[src/rtl/seg_display_driver.sv]
// rtl/seg_display_driver.sv - four-digit multiplexed 7-segment driver with frame-synchronous loads
module seg_display_driver #(
  parameter int SCAN_DIV  = 100_000,
  parameter int BLANK_CYC = 2_000,
  parameter int BLINK_DIV = 50_000_000
) (
  input  logic        clk,
  input  logic        reset,
  input  logic [19:0] seg_data,
  input  logic        data_valid,
  input  logic [3:0]  dp_in,
  input  logic [3:0]  blink_en,
  output logic [3:0]  an,
  output logic [6:0]  seg,
  output logic        dp,
  output logic        update_pending
);
  localparam int SW = $clog2(SCAN_DIV);
  localparam int BW = $clog2(BLINK_DIV);

  typedef enum logic {S_BLANK, S_DRIVE} slot_state_t;

  slot_state_t   state;
  logic [SW-1:0] slot_cnt;
  logic [1:0]    digit;
  logic [BW-1:0] blink_cnt;
  logic          blink_off;
  logic [19:0]   act_word, pend_word;
  logic [3:0]    act_dp, act_blink, pend_dp, pend_blink;
  logic [4:0]    cur_code;
  logic          last_slot, commit, suppress;

  function automatic logic [6:0] glyph(input logic [4:0] code);
    case (code)
      5'h00: glyph = 7'h3F;  5'h01: glyph = 7'h06;  5'h02: glyph = 7'h5B;  5'h03: glyph = 7'h4F;
      5'h04: glyph = 7'h66;  5'h05: glyph = 7'h6D;  5'h06: glyph = 7'h7D;  5'h07: glyph = 7'h07;
      5'h08: glyph = 7'h7F;  5'h09: glyph = 7'h6F;  5'h0A: glyph = 7'h77;  5'h0B: glyph = 7'h7C;
      5'h0C: glyph = 7'h39;  5'h0D: glyph = 7'h5E;  5'h0E: glyph = 7'h79;  5'h0F: glyph = 7'h71;
      5'h10: glyph = 7'h76;  5'h11: glyph = 7'h1E;  5'h12: glyph = 7'h38;  5'h13: glyph = 7'h54;
      5'h14: glyph = 7'h5C;  5'h15: glyph = 7'h73;  5'h16: glyph = 7'h50;  5'h17: glyph = 7'h78;
      5'h18: glyph = 7'h3E;  5'h19: glyph = 7'h6E;  5'h1A: glyph = 7'h40;  5'h1B: glyph = 7'h08;
      5'h1C: glyph = 7'h3D;  5'h1D: glyph = 7'h1C;  5'h1E: glyph = 7'h63;  default: glyph = 7'h00;
    endcase
  endfunction

  always_comb begin
    cur_code = 5'h1F;
    case (digit)
      2'd3: cur_code = act_word[19:15];
      2'd2: cur_code = act_word[14:10];
      2'd1: cur_code = act_word[9:5];
      default: cur_code = act_word[4:0];
    endcase
  end

  assign last_slot = (slot_cnt == SW'(SCAN_DIV - 1));
  // The 0 -> 3 digit wrap is the frame boundary where buffered data becomes visible.
  assign commit    = last_slot && (digit == 2'd0);
  assign suppress  = blink_off && act_blink[digit];

  always_ff @(posedge clk or negedge reset) begin
    if (!reset) begin
      an             <= 4'hF;
      seg            <= 7'h7F;
      dp             <= 1'b1;
      update_pending <= 1'b0;
      state          <= S_BLANK;
      slot_cnt       <= '0;
      digit          <= 2'd3;
      blink_cnt      <= '0;
      blink_off      <= 1'b0;
      act_word       <= '1;
      act_dp         <= '0;
      act_blink      <= '0;
      pend_word      <= '1;
      pend_dp        <= '0;
      pend_blink     <= '0;
    end else begin
      if (state == S_DRIVE) begin
        an  <= ~(4'b0001 << digit);
        seg <= suppress ? 7'h7F : ~glyph(cur_code);
        dp  <= ~(act_dp[digit] & ~suppress);
      end else begin
        an  <= 4'hF;
        seg <= 7'h7F;
        dp  <= 1'b1;
      end

      if (last_slot) begin
        slot_cnt <= '0;
        state    <= S_BLANK;
        digit    <= digit - 2'd1;
      end else begin
        slot_cnt <= slot_cnt + SW'(1);
        if (slot_cnt == SW'(BLANK_CYC - 1))
          state <= S_DRIVE;
      end

      if (blink_cnt == BW'(BLINK_DIV - 1)) begin
        blink_cnt <= '0;
        blink_off <= ~blink_off;
      end else begin
        blink_cnt <= blink_cnt + BW'(1);
      end

      // A load landing on the commit edge goes straight to the active set.
      if (commit) begin
        update_pending <= 1'b0;
        if (data_valid) begin
          act_word  <= seg_data;
          act_dp    <= dp_in;
          act_blink <= blink_en;
        end else if (update_pending) begin
          act_word  <= pend_word;
          act_dp    <= pend_dp;
          act_blink <= pend_blink;
        end
      end else if (data_valid) begin
        pend_word      <= seg_data;
        pend_dp        <= dp_in;
        pend_blink     <= blink_en;
        update_pending <= 1'b1;
      end
    end
  end
endmodule

[config.mk]
export PLATFORM = sky130hd
export DESIGN_NAME = seg_display_driver
export DESIGN_NICKNAME = d
export VERILOG_FILES = /design/src/rtl/seg_display_driver.sv
export SDC_FILE = /design/constraint.sdc
export NUM_CORES = 1
export LEC_CHECK = 0
export CORE_MARGIN = 2
export CORE_UTILIZATION = 41
export CTS_CLUSTER_SIZE = 30
export DETAILED_ROUTE_END_ITERATION = 10
export GPL_TIMING_DRIVEN = 0
export HOLD_SLACK_MARGIN = 0.08
export PLACE_DENSITY = 0.6
export SETUP_SLACK_MARGIN = 0.4
export SLEW_MARGIN = 0
export SYNTH_ARGS = -nofsm -noshare
export SYNTH_HDL_FRONTEND = slang
export SYNTH_SLANG_ARGS = --single-unit
[constraint.sdc]
create_clock -name clk -period 2.4 [get_ports clk]
set_input_delay 0.24 -clock clk [delete_from_list [all_inputs] [get_ports clk]]
set_output_delay 0.24 -clock clk [all_outputs]
set_load 0.01 [all_outputs]
==> impl_metrics.prom <==
# TYPE chip_impl_metric gauge
chip_impl_info{name="run_status",value="finished clean"} 1
chip_impl_metric{name="die_area",unit="sq um"} 14780
chip_impl_metric{name="die_h",unit="um"} 121.6
chip_impl_metric{name="number_of_cells_produced_by_synthesis",unit=""} 496
chip_impl_info{name="synth_ff_type",value="dfrtp_1"} 1
chip_impl_metric{name="worst_ep_required_time",unit="ns"} 2.68
chip_impl_metric{name="grt.overflow.total",unit=""} 0
chip_impl_metric{name="hold_ws",unit="ns"} 0.3364
chip_impl_metric{name="ant_nets",unit=""} 0
chip_impl_metric{name="drcViolationCount",unit=""} 0
chip_impl_metric{name="final-hold-violation-count",unit=""} 0
chip_impl_metric{name="antenna-diode-count",unit=""} 0
chip_impl_metric{name="portion_of_the_post_synthesis_area_used_by_sequential_elements",unit="%"} 52.39
chip_impl_metric{name="tritoncts_num_sinks",unit=""} 116
chip_impl_metric{name="setup_viols_final",unit=""} 0
chip_impl_metric{name="first_pass_iteration_count_of_the_detailed_router",unit=""} 5
chip_impl_metric{name="skew",unit="ns"} 0.008479
chip_impl_metric{name="tritoncts.num_buffers",unit=""} 17
chip_impl_metric{name="synth_enable_flop_cells",unit=""} 0
chip_impl_metric{name="areaGrowthSynthToFinish",unit="%"} 44.38
chip_impl_metric{name="critical_path_buf_inv_count",unit=""} 2
chip_impl_metric{name="final_max_slew_viol_count",unit=""} 0
chip_impl_metric{name="grt_start_max_net_pins",unit=""} 66
chip_impl_metric{name="worst_ir_drop_vdd",unit="V"} 0.0004695
chip_impl_metric{name="p_total",unit="mW"} 4.576
chip_impl_info{name="reg2reg_from",value="slot_cnt[11]"} 1
chip_impl_metric{name="initial_antenna_violation_count",unit=""} 0
chip_impl_metric{name="synth-seq-cells",unit=""} 116
chip_impl_info{name="hold_path_class",value="in -> async"} 1
chip_impl_metric{name="dr.first_iter.drc_count",unit=""} 250
chip_impl_metric{name="h_tree_level_count",unit=""} 4
chip_impl_metric{name="critical_path_arrival",unit="ns"} 2.58
chip_impl_metric{name="path_clk_slew",unit="ns"} 0.05
chip_impl_info{name="mostFrequentLayoutCell",value="dfrtp_1"} 1
chip_impl_info{name="root_buffer",value="clkbuf_16"} 1
chip_impl_info{name="crit_slowest_cell",value="or4_1"} 1
chip_impl_metric{name="grt_first_pass_wirelength",unit="mm"} 21.16
chip_impl_metric{name="synth.net_count",unit=""} 542
chip_impl_info{name="clock_tree_from_tritoncts",value="done"} 1
chip_impl_info{name="setup_repair_after_global_routing_missed_its_margin",value="yes"} 1
chip_impl_metric{name="wirelength",unit="mm"} 13.38
chip_impl_metric{name="ioPinCount",unit=""} 44
chip_impl_metric{name="timing.max_slew.rel_slack",unit="%"} 52.82
chip_impl_metric{name="maxCapViolCount",unit=""} 0
chip_impl_metric{name="core_region_area",unit="sq um"} 13350
chip_impl_metric{name="power_leakage",unit="nW"} 3.525
chip_impl_metric{name="place.gp.congestion",unit=""} 0.8323
chip_impl_info{name="critical-path-top-delay-family",value="simple AND/OR/NAND/NOR gates"} 1
chip_impl_metric{name="design.final.nets",unit=""} 666
chip_impl_metric{name="syn_area_per_cell",unit="sq um"} 11.43
chip_impl_metric{name="period_share",unit="%"} 95.49
chip_impl_metric{name="layout-drive-gt1-share",unit="%"} 44.55
chip_impl_metric{name="p_per_area",unit="nW/um^2"} 559.0
chip_impl_metric{name="die_w",unit="um"} 121.6
chip_impl_metric{name="synth.cell_area",unit="sq um"} 5669
chip_impl_metric{name="max_slew.worst_pin.slew",unit="ns"} 0.7077
chip_impl_metric{name="place_hpwl",unit="mm"} 8.196
chip_impl_metric{name="final.min_clock_period",unit="ns"} 2.292
chip_impl_metric{name="yosysWarnings",unit=""} 0
chip_impl_metric{name="via_per_inst",unit=""} 5.188
chip_impl_metric{name="final.fill_count",unit=""} 1054
chip_impl_metric{name="postSynth.asyncResetShare",unit="%"} 100.0
chip_impl_metric{name="vias",unit=""} 4197
chip_impl_metric{name="max_freq",unit="MHz"} 436.3
chip_impl_metric{name="synth.distinct_cells",unit=""} 56
chip_impl_metric{name="io_buffer_count",unit=""} 43
chip_impl_metric{name="gr-usage-all-layers",unit="%"} 18.54
chip_impl_info{name="mostFrequentLayoutCells",value="dfrtp_1, nor2_1, dfstp_2, clkdlybuf4s50_1, buf_4"} 1
chip_impl_metric{name="worst_path_largest_cell_delay",unit="ns"} 0.51
chip_impl_metric{name="crit_fanout",unit=""} 6
chip_impl_info{name="critPathLaunch",value="slot_cnt[11]"} 1
chip_impl_metric{name="post_layout_nonfiller_instances",unit=""} 809
chip_impl_metric{name="drt-wirelength-per-cell",unit="um"} 16.53
chip_impl_info{name="startpoint_type",value="flip-flop"} 1
chip_impl_metric{name="via_count_of_the_first_global_routing_pass",unit=""} 4224
chip_impl_info{name="worstPathCellList",value="or4_1 -> or4_4 -> nor2b_4 -> a21boi_2 -> buf_6 -> buf_12 -> mux2_4"} 1
chip_impl_metric{name="ctsLongestPathBuffers",unit=""} 2
chip_impl_info{name="timing_worst_setup_path_type",value="reg -> reg"} 1
chip_impl_metric{name="clock_insertion_delay_worst_skew",unit="ns"} 0.41
chip_impl_metric{name="initial_utilization",unit="%"} 42.47
chip_impl_metric{name="instance_count_after_placement_with_tap_cells_included",unit=""} 716
chip_impl_metric{name="num_rows",unit=""} 42
chip_impl_info{name="worst_setup_path_end_kind",value="flip-flop"} 1
==> metal layers <==
metal / wire length (um) / vias to the layer above / global-route usage (%)
met1: 6130 / 2106 / 24.27
met3: 476 / 14 / 5.009
li1: - / 1998 / -
met5: 0 / - / 0
met2: 6617 / 79 / 29.39
met4: 149 / 0 / 7.328
==> per-stage QoR <==
step	setup slack [ns]	TNS (ns)	util, %	instance area (sq um)
after floorplan	0.1076	0	-	5916
after global placement	-3.368	-315.94	49.19	6566
after detailed placement	-0.1670	-3.380	49.41	6595
after CTS	0.1281	0	58.29	7780
after global routing	0.03925	0	61.32	8185
final	0.1081	0	61.32	8185
==> final cells by class <==
type                       instances  area (sq um)  share of cell area (%)
timing repair buffer             105          1097                   13.41
tap                              176         220.2                   2.690
clock inverter                     5         25.02                  0.3057
sequential                       116          2970                   36.29
buffer                            20         254.0                   3.103
multi-input combinational        344          3035                   37.08
clock buffer                      27         503.0                   6.145
inverter                          16         80.08                  0.9783
==> sequential cells by signal (all words and copies together), names as in the netlist <==
register        cells
seg                 7
an                  4
pend_blink          4
dp                  1
pend_dp             4
act_blink           4
blink_off           1
slot_cnt           17
update_pending      1
state               1
pend_word          20
blink_cnt          26
act_word           20
digit               2
act_dp              4
==> synth_stat cells (all sizes together), types with 2 or more instances <==
library cell | n | area share, %
o21ai | 5 | 0.44
nor2 | 68 | 4.5
nand2 | 23 | 1.5
mux2 | 32 | 7.7
mux4 | 2 | 0.79
nand4 | 7 | 0.77
mux2i | 33 | 5.8
xnor2 | 16 | 2.5
a21oi | 34 | 3.0
a22oi | 4 | 0.53
and2 | 2 | 0.22
nor2b | 4 | 0.57
a21boi | 2 | 0.33
o221ai | 2 | 0.31
nor3 | 5 | 0.44
or4 | 2 | 0.33
dfrtp | 62 | 27
xor2 | 23 | 3.6
o31ai | 2 | 0.26
nand3 | 20 | 1.8
buf | 12 | 1.5
dfstp | 54 | 25
clkbuf | 8 | 0.53
and3 | 7 | 0.77
a22o | 2 | 0.31
inv | 16 | 1.1
ha | 15 | 3.3
a31oi | 3 | 0.33
and4 | 2 | 0.31
nand3b | 4 | 0.53
a222oi | 4 | 0.71
nor4 | 4 | 0.44
==> logic make-up after synthesis <==
logic type,synth area share [%]
fa+ha+maj,3.311
simple gates,13.18
xor+xnor,6.025
flops,52.39
compound gates,7.747
buf+inv,3.046
mux,14.30
==> power breakdown <==
group | switching (mW) | leakage (nW) | internal (mW)
registers | 0.0254 | 1.38 | 2.03
clock network | 0.817 | 0.265 | 1.42
logic | 0.124 | 1.88 | 0.158
total | 0.966 | 3.53 | 3.61
==> worst paths after layout <==
check                                endpoint  slack (ns)  depth (start not counted)
worst max register to register  pend_blink[2]        0.11                          7
max in group asynchronous        act_word[19]        1.32                          3
worst min register to register    slot_cnt[0]        0.45                          1
min in group clk                  slot_cnt[0]        0.45                          1
worst max-delay path            pend_blink[2]        0.11                          7
worst min-delay path            blink_cnt[11]        0.34                          2
==> timing repair <==
action                                 4_1_cts  5_1_grt
resized for setup                           59       58
hold buffers                                 1        0
endpoints found under the hold margin       11        0
gates cloned                                 3        2
pin swaps                                   20       19
setup endpoints to repair                   94       85
buffers inserted                            36       19
Power figures use the tool's default switching activity.
